File: src/rtl/multicycle_control_unit.sv
// rtl/multicycle_control_unit.sv - multicycle fetch/decode/execute/memory/writeback control FSM
module multicycle_control_unit #(
    parameter int OP_W = 6,
    parameter int ALUOP_W = 3,
    parameter logic [OP_W-1:0] OP_RTYPE = 6'b000000,
    parameter logic [OP_W-1:0] OP_LW    = 6'b100011,
    parameter logic [OP_W-1:0] OP_SW    = 6'b101011,
    parameter logic [OP_W-1:0] OP_BEQ   = 6'b000100,
    parameter logic [OP_W-1:0] OP_ADDI  = 6'b001000,
    parameter logic [OP_W-1:0] OP_J     = 6'b000010
) (
    input  logic               clk,
    input  logic               rst_n,
    input  logic [OP_W-1:0]    op,
    input  logic               mem_ready,
    output logic               MemToReg,
    output logic               MemWrite,
    output logic               IorD,
    output logic               IRWrite,
    output logic               PCWrite,
    output logic               PCWriteCond,
    output logic               ALUSrcA,
    output logic [1:0]         ALUSrcB,
    output logic [ALUOP_W-1:0] ALUOp,
    output logic [1:0]         PCSource,
    output logic               RegDst,
    output logic               RegWrite,
    output logic               instr_done,
    output logic               illegal_op,
    output logic [3:0]         state
);

    typedef enum logic [3:0] {
        S_FETCH  = 4'd0,
        S_DECODE = 4'd1,
        S_MEMADR = 4'd2,
        S_MEMRD  = 4'd3,
        S_MEMWB  = 4'd4,
        S_MEMWR  = 4'd5,
        S_EXEC   = 4'd6,
        S_ALUWB  = 4'd7,
        S_BRANCH = 4'd8,
        S_ADDIEX = 4'd9,
        S_ADDIWB = 4'd10,
        S_JUMP   = 4'd11
    } state_t;

    localparam logic [ALUOP_W-1:0] ALU_ADD   = '0;
    localparam logic [ALUOP_W-1:0] ALU_SUB   = ALUOP_W'(1);
    localparam logic [ALUOP_W-1:0] ALU_FUNCT = ALUOP_W'(2);

    state_t state_q, state_d;

    always_ff @(posedge clk or negedge rst_n) begin
        if (!rst_n) begin
            state_q <= S_FETCH;
        end else begin
            state_q <= state_d;
        end
    end

    assign state = state_q;

    always_comb begin
        state_d     = state_q;
        MemToReg    = 1'b0;
        MemWrite    = 1'b0;
        IorD        = 1'b0;
        IRWrite     = 1'b0;
        PCWrite     = 1'b0;
        PCWriteCond = 1'b0;
        ALUSrcA     = 1'b0;
        ALUSrcB     = 2'b00;
        ALUOp       = ALU_ADD;
        PCSource    = 2'b00;
        RegDst      = 1'b0;
        RegWrite    = 1'b0;
        instr_done  = 1'b0;
        illegal_op  = 1'b0;
        case (state_q)
            S_FETCH: begin
                ALUSrcB = 2'b01;
                IRWrite = mem_ready;
                PCWrite = mem_ready;
                if (mem_ready) state_d = S_DECODE;
            end
            S_DECODE: begin
                ALUSrcB = 2'b11;
                if (op == OP_LW || op == OP_SW) state_d = S_MEMADR;
                else if (op == OP_RTYPE)        state_d = S_EXEC;
                else if (op == OP_BEQ)          state_d = S_BRANCH;
                else if (op == OP_ADDI)         state_d = S_ADDIEX;
                else if (op == OP_J)            state_d = S_JUMP;
                else begin
                    illegal_op = 1'b1;
                    state_d    = S_FETCH;
                end
            end
            S_MEMADR: begin
                ALUSrcA = 1'b1;
                ALUSrcB = 2'b10;
                state_d = (op == OP_SW) ? S_MEMWR : S_MEMRD;
            end
            S_MEMRD: begin
                IorD = 1'b1;
                if (mem_ready) state_d = S_MEMWB;
            end
            S_MEMWB: begin
                MemToReg   = 1'b1;
                RegWrite   = 1'b1;
                instr_done = 1'b1;
                state_d    = S_FETCH;
            end
            S_MEMWR: begin
                IorD       = 1'b1;
                MemWrite   = mem_ready;
                instr_done = mem_ready;
                if (mem_ready) state_d = S_FETCH;
            end
            S_EXEC: begin
                ALUSrcA = 1'b1;
                ALUOp   = ALU_FUNCT;
                state_d = S_ALUWB;
            end
            S_ALUWB: begin
                RegDst     = 1'b1;
                RegWrite   = 1'b1;
                instr_done = 1'b1;
                state_d    = S_FETCH;
            end
            S_BRANCH: begin
                ALUSrcA     = 1'b1;
                ALUOp       = ALU_SUB;
                PCWriteCond = 1'b1;
                PCSource    = 2'b01;
                instr_done  = 1'b1;
                state_d     = S_FETCH;
            end
            S_ADDIEX: begin
                ALUSrcA = 1'b1;
                ALUSrcB = 2'b10;
                state_d = S_ADDIWB;
            end
            S_ADDIWB: begin
                RegWrite   = 1'b1;
                instr_done = 1'b1;
                state_d    = S_FETCH;
            end
            S_JUMP: begin
                PCWrite    = 1'b1;
                PCSource   = 2'b10;
                instr_done = 1'b1;
                state_d    = S_FETCH;
            end
            default: state_d = S_FETCH;
        endcase
        // Reset holds the state at FETCH, whose enables would otherwise follow mem_ready.
        if (!rst_n) begin
            MemWrite    = 1'b0;
            IRWrite     = 1'b0;
            PCWrite     = 1'b0;
            PCWriteCond = 1'b0;
            RegWrite    = 1'b0;
            instr_done  = 1'b0;
            illegal_op  = 1'b0;
        end
    end

endmodule

File: config.mk
export PLATFORM = sky130hd
export DESIGN_NAME = multicycle_control_unit
export DESIGN_NICKNAME = d
export VERILOG_FILES = /design/src/rtl/multicycle_control_unit.sv
export SDC_FILE = /design/constraint.sdc
export NUM_CORES = 1
export LEC_CHECK = 0
export CAP_MARGIN = 20
export CORE_MARGIN = 2
export CORE_UTILIZATION = 34
export DETAILED_ROUTE_END_ITERATION = 12
export PLACE_DENSITY = 0.74
export SETUP_SLACK_MARGIN = 0.3
export SYNTH_ARGS = -nofsm -noshare
export SYNTH_HDL_FRONTEND = slang
export SYNTH_SLANG_ARGS = --single-unit
export TNS_END_PERCENT = 20
File: constraint.sdc
create_clock -name clk -period 1.2 [get_ports clk]
set_input_delay 0.3 -clock clk [delete_from_list [all_inputs] [get_ports clk]]
set_output_delay 0.3 -clock clk [all_outputs]
set_load 0.1 [all_outputs]
==> impl_table.tex, run 1 <==
\begin{tabular}{lr}
\hline
Metric & Value \\
\hline
\multicolumn{2}{l}{\textbf{Synthesis}} \\
Post-synthesis cell count & 81 \\
Post-synthesis sequential area ratio & 0.173 \\
Synthesized netlist net count & 90 \\
Distinct cells, synth & 36 \\
Summed instance area of the synthesized netlist & 579 µm² \\
Mean instance size in the synthesized netlist & 7.15 µm² \\
Number of enable-type register cells in the synthesized netlist & 0 \\
FFs w/ async S/R, synth & 1.00 \\
Synth Register Bits & 4 \\
Warnings from Yosys & 0 \\
Dominant register cell in the synthesized netlist & sky130\_fd\_sc\_hd\_\_dfrtp\_1 \\
\multicolumn{2}{l}{\textbf{Place}} \\
Detailed-placement wirelength estimate & 1.95 mm \\
Count of buffers from port buffering & 29 \\
Final weighted congestion in routability-driven placement & 0.801 \\
Number of placed instances with taps included & 148 \\
\multicolumn{2}{l}{\textbf{Clock network}} \\
Master cell of the clock root buffer & sky130\_fd\_sc\_hd\_\_clkbuf\_4 \\
Quantity of gates resized following cts & 24 \\
Clock sink count & 4 \\
H-Tree Level Count & 1 \\
Post-CTS Setup Inserts & 3 \\
Number of buffers added by the clock tree synthesis step & 3 \\
Number of buffers between clock root and the deepest sink & 2 \\
Number of hold buffers added after CTS & 0 \\
\multicolumn{2}{l}{\textbf{Floorplanning}} \\
Height of the die & 45.3 µm \\
Starting density of the core & 0.372 \\
Total number of placement rows & 14 \\
Count of pins on the block boundary & 31 \\
Horiz. Die Dim & 45.3 µm \\
\multicolumn{2}{l}{\textbf{Run status}} \\
Run status & stopped before the end \\
Last stage reached & clock tree synthesis \\
Error message & [ERROR DPL-0033] detailed placement checks failed during check placement. \\
\hline
\end{tabular}
metrics by stage:
| step | instance area, µm² | setup WS [ns] | hold WS, ns |
|---|---|---|---|
| global placement | 1430 | -0.685 | 0.677 |
| detailed placement | 1430 | -0.757 | 0.675 |
| floorplan | 759 | -1.16 | 0.00441 |
Yosys cell counts (2+ instances only):
cell                       instances  area, µm²
sky130_fd_sc_hd__nor3_1            5       25.0
sky130_fd_sc_hd__nor2_1            9       33.8
sky130_fd_sc_hd__a21oi_1           3       15.0
sky130_fd_sc_hd__nand2_1           7       26.3
sky130_fd_sc_hd__nor3b_1           3       22.5
sky130_fd_sc_hd__nand3_1           2       10.0
sky130_fd_sc_hd__dfrtp_1           4        100
sky130_fd_sc_hd__nor2b_1           2       12.5
sky130_fd_sc_hd__buf_2             4       20.0
sky130_fd_sc_hd__nand2b_1          2       12.5
sky130_fd_sc_hd__buf_4             3       22.5
sky130_fd_sc_hd__o21ai_0           5       25.0
sky130_fd_sc_hd__xor2_1            2       17.5
sky130_fd_sc_hd__o211ai_1          2       15.0
sky130_fd_sc_hd__inv_1             3       11.3
sky130_fd_sc_hd__and3_1            3       18.8
sky130_fd_sc_hd__a21boi_1          2       15.0
sky130_fd_sc_hd__and4_1            2       17.5
cell families after synthesis:
kind of cell    Yosys count  synth area share
simple gates             40             0.406
compound gates           20             0.233
buf+inv                  11            0.0993
flops                     4             0.173
xor+xnor                  3            0.0454
mux                       2            0.0367
other cells               1           0.00647
==> run 2, diff against run 1 <==
--- a/config.mk
+++ b/config.mk
@@ -6,11 +6,10 @@
 export NUM_CORES = 1
 export LEC_CHECK = 0
 export CAP_MARGIN = 20
-export CORE_MARGIN = 2
-export CORE_UTILIZATION = 34
+export CORE_AREA = 2 2 63 65
 export DETAILED_ROUTE_END_ITERATION = 12
-export PLACE_DENSITY = 0.74
-export SETUP_SLACK_MARGIN = 0.3
+export DIE_AREA = 0 0 65 67
+export PLACE_DENSITY_LB_ADDON = 0.15
 export SYNTH_ARGS = -nofsm -noshare
 export SYNTH_HDL_FRONTEND = slang
 export SYNTH_SLANG_ARGS = --single-unit
==> constraint.sdc (replaced) <==
create_clock -name clk -period 1.6 [get_ports clk]
set_input_delay 0.4 -clock clk [delete_from_list [all_inputs] [get_ports clk]]
set_output_delay 0.4 -clock clk [all_outputs]
set_load 0.1 [all_outputs]
==> impl_table.tex, run 2 <==
\begin{tabular}{lr}
\hline
Metric & Value \\
\hline
\multicolumn{2}{l}{\textbf{Finish}} \\
Most common cell after layout, fill and taps aside & sky130\_fd\_sc\_hd\_\_buf\_4 \\
Antenna cells & 0 \\
Final core utilization & 0.429 \\
Layout fillers & 347 \\
Max reg flops & 4 \\
Number of standard cells in the final layout excluding fillers & 185 \\
Layout cell share with drive strength beyond 1 & 0.642 \\
Top library cells by usage in the layout, fill and taps aside & sky130\_fd\_sc\_hd\_\_buf\_4, sky130\_fd\_sc\_hd\_\_buf\_12, sky130\_fd\_sc\_hd\_\_dlygate4sd2\_1 \\
Area grow syn2layout & 167\% \\
Net count of the finished layout & 148 \\
\multicolumn{2}{l}{\textbf{Clock network}} \\
Reg clk slew, reported paths & 0.03 ns \\
Number of buffers added by the clock tree synthesis step & 3 \\
Number of hold buffers added after CTS & 0 \\
Master cell of the clock root buffer & sky130\_fd\_sc\_hd\_\_clkbuf\_8 \\
Skew-Pair Late Insertion Delay & 0.21 ns \\
Number of buffers between clock root and the deepest sink & 2 \\
H-Tree Level Count & 1 \\
Clock sink count & 4 \\
CTS tree & built \\
\multicolumn{2}{l}{\textbf{Power}} \\
Total power density per cell area & 2170 mW/mm² \\
Power after layout & 3.35 mW \\
Standby leakage power & 0.614 nW \\
Worst supply voltage drop on vdd & 759 µV \\
\multicolumn{2}{l}{\textbf{Critical path}} \\
Biggest fanout along the worst timing path & 7 \\
Data arrival time of the critical path & 1.51 ns \\
Type of element launching the critical path & flip-flop \\
FF-to-FF path depth & 4 \\
Worst setup EP type & primary output \\
Data required time of the critical path & 1.20 ns \\
Worst setup path class & flip-flop to primary output \\
\multicolumn{2}{l}{\textbf{Place}} \\
Number of placed instances with taps included & 179 \\
Count of buffers from port buffering & 29 \\
Final weighted congestion in routability-driven placement & 0.758 \\
Detailed-placement wirelength estimate & 1.80 mm \\
Worst slack at placement & -0.537 ns \\
\multicolumn{2}{l}{\textbf{GRT}} \\
Global-route usage over all layers & 0.110 \\
Largest net degree at the start of global routing & 12 \\
Via count of the first global-routing pass & 816 \\
Wire length of the first global-routing pass & 3.79 mm \\
Total global routing overflow & 0 \\
Antenna violations before repair & 0 \\
\multicolumn{2}{l}{\textbf{Detailed routing}} \\
Antenna Nets Post-Route & 0 \\
Pre-antenna DRT Iters & 2 \\
DRC Markers & 0 \\
Mean number of vias per cell & 4.28 \\
Detailed-route wire length per cell & 11.5 µm \\
First DRT Iteration DRCs & 13 \\
Drt total wl & 2.13 mm \\
Detailed-route via count & 791 \\
\multicolumn{2}{l}{\textbf{STA}} \\
Max Freq & 0.524 GHz \\
Final period util & 1.19 \\
Number of failing hold endpoints at the final stage & 0 \\
Final min period & 1.91 ns \\
Final Slew Violations & 0 \\
Total setup violations reported at the end of the flow & 17 \\
Unrepaired setup endpoints after global routing & yes \\
Post-layout worst setup margin & -0.308 ns \\
Clock tree skew after final layout & 0.00127 ns \\
\multicolumn{2}{l}{\textbf{Synthesis}} \\
Biggest area contributors in the synthesized netlist & sky130\_fd\_sc\_hd\_\_dfrtp\_1, sky130\_fd\_sc\_hd\_\_nor2\_1, sky130\_fd\_sc\_hd\_\_nand2\_1, sky130\_fd\_sc\_hd\_\_nor3\_1, sky130\_fd\_sc\_hd\_\_o21ai\_0 \\
Number of enable-type register cells in the synthesized netlist & 0 \\
Distinct cells, synth & 36 \\
Top cell type by total area after synthesis & sky130\_fd\_sc\_hd\_\_dfrtp\_1 \\
Mean instance size in the synthesized netlist & 7.15 µm² \\
Warnings from Yosys & 0 \\
Area share of the largest cell type after synthesis & 0.173 \\
Synthesized netlist net count & 90 \\
Leading cell type by number of instances after synthesis & sky130\_fd\_sc\_hd\_\_nor2\_1 \\
Top cell types by occurrence after synthesis & sky130\_fd\_sc\_hd\_\_nor2\_1, sky130\_fd\_sc\_hd\_\_nand2\_1, sky130\_fd\_sc\_hd\_\_nor3\_1, sky130\_fd\_sc\_hd\_\_o21ai\_0 \\
Summed instance area of the synthesized netlist & 579 µm² \\
Synth Register Bits & 4 \\
Post-synthesis sequential area ratio & 0.173 \\
Post-synthesis cell count & 81 \\
Dominant register cell in the synthesized netlist & sky130\_fd\_sc\_hd\_\_dfrtp\_1 \\
FFs w/ async S/R, synth & 1.00 \\
\multicolumn{2}{l}{\textbf{Floorplanning}} \\
Height of the die & 67 µm \\
Horiz. Die Dim & 65 µm \\
Starting density of the core & 0.161 \\
Area of the die & 0.00436 mm² \\
Total number of placement rows & 22 \\
Core area & 0.00361 mm² \\
Count of pins on the block boundary & 31 \\
\multicolumn{2}{l}{\textbf{Worst hold path}} \\
Min-Delay Path Class & input port to async pin \\
\multicolumn{2}{l}{\textbf{Job}} \\
Total of max-cap violations & 0 \\
\multicolumn{2}{l}{\textbf{Run status}} \\
Violations in the final reports & setup timing \\
Run status & finished, violations left \\
\hline
\end{tabular}
run 2: cell counts after synthesis:
Identical to the previous run, type by type.
run 2: layout make-up:
cell class                      instances  area, µm²  share of cell area
Clock buffer                            3       41.3              0.0267
Timing Repair Buffer                   60        732               0.474
Multi-Input combinational cell         66        582               0.377
Inverter                                4       17.5              0.0113
Tap cell                               48       60.1              0.0389
Sequential cell                         4        113              0.0729
run 2: metal layers:
layer  global-route usage  part of all wire
met5                    0                 0
met1                0.124              0.40
met2                0.215              0.55
met4               0.0239                 0
met3               0.0169             0.045
run 2: cell families after synthesis:
group                  count (synthesis)  share of synthesized area
AO/OA/AOI/OAI                         20                      0.233
XOR/XNOR                               3                     0.0454
buffers and inverters                 11                     0.0993
flip-flops                             4                      0.173
multiplexers                           2                     0.0367
other                                  1                    0.00647
AND/OR/NAND/NOR                       40                      0.406
run 2: worst max-delay path, stage by stage, from the launching register on:
cell and delay [ns]:
sky130_fd_sc_hd__dfrtp_4 0.50, sky130_fd_sc_hd__and2b_1 0.25, sky130_fd_sc_hd__and3_4 0.19, sky130_fd_sc_hd__and3_4 0.19
sky130_fd_sc_hd__buf_12 0.17
run 2: timing repair:
item | in CTS | in global routing
resized for setup | 17 | 6
setup endpoints to repair | 18 | 18
buffers inserted | 1 | 2
pin swaps | 4 | 3
run 2: where the power goes:
group,internal [mW],switching (mW)
sequential,0.158,0.0766
clock,0.160,0.0435
combinational,1.15,1.76
run 2: stage by stage:
stage | hold WS [ns] | TNS [ns] | cell area [µm²]
2_1_floorplan | 0.104 | -9.87 | 759
3_3_place_gp | 0.836 | -3.46 | 1450
3_5_place_dp | 0.816 | -3.60 | 1450
4_1_cts | 0.452 | -3.61 | 1510
5_1_grt | 0.460 | -4.27 | 1550
6_report | 0.427 | -3.27 | 1550
run 2: path summary, 6_finish.rpt:
kind,startpoint,to,slack [ns]
hold / removal,rst_n,state[1]$_DFFE_PN0P_,0.43
hold reg to reg,state[3]$_DFFE_PN0P_,state[0]$_DFFE_PN0P_,0.81
max in group asynchronous,rst_n,state[2]$_DFFE_PN0P_,1.05
setup reg to reg,state[3]$_DFFE_PN0P_,state[1]$_DFFE_PN0P_,0.10
min in group clk,state[3]$_DFFE_PN0P_,state[0]$_DFFE_PN0P_,0.81
setup / recovery,state[1]$_DFFE_PN0P_,illegal_op,-0.31
Power figures use the tool's default switching activity.
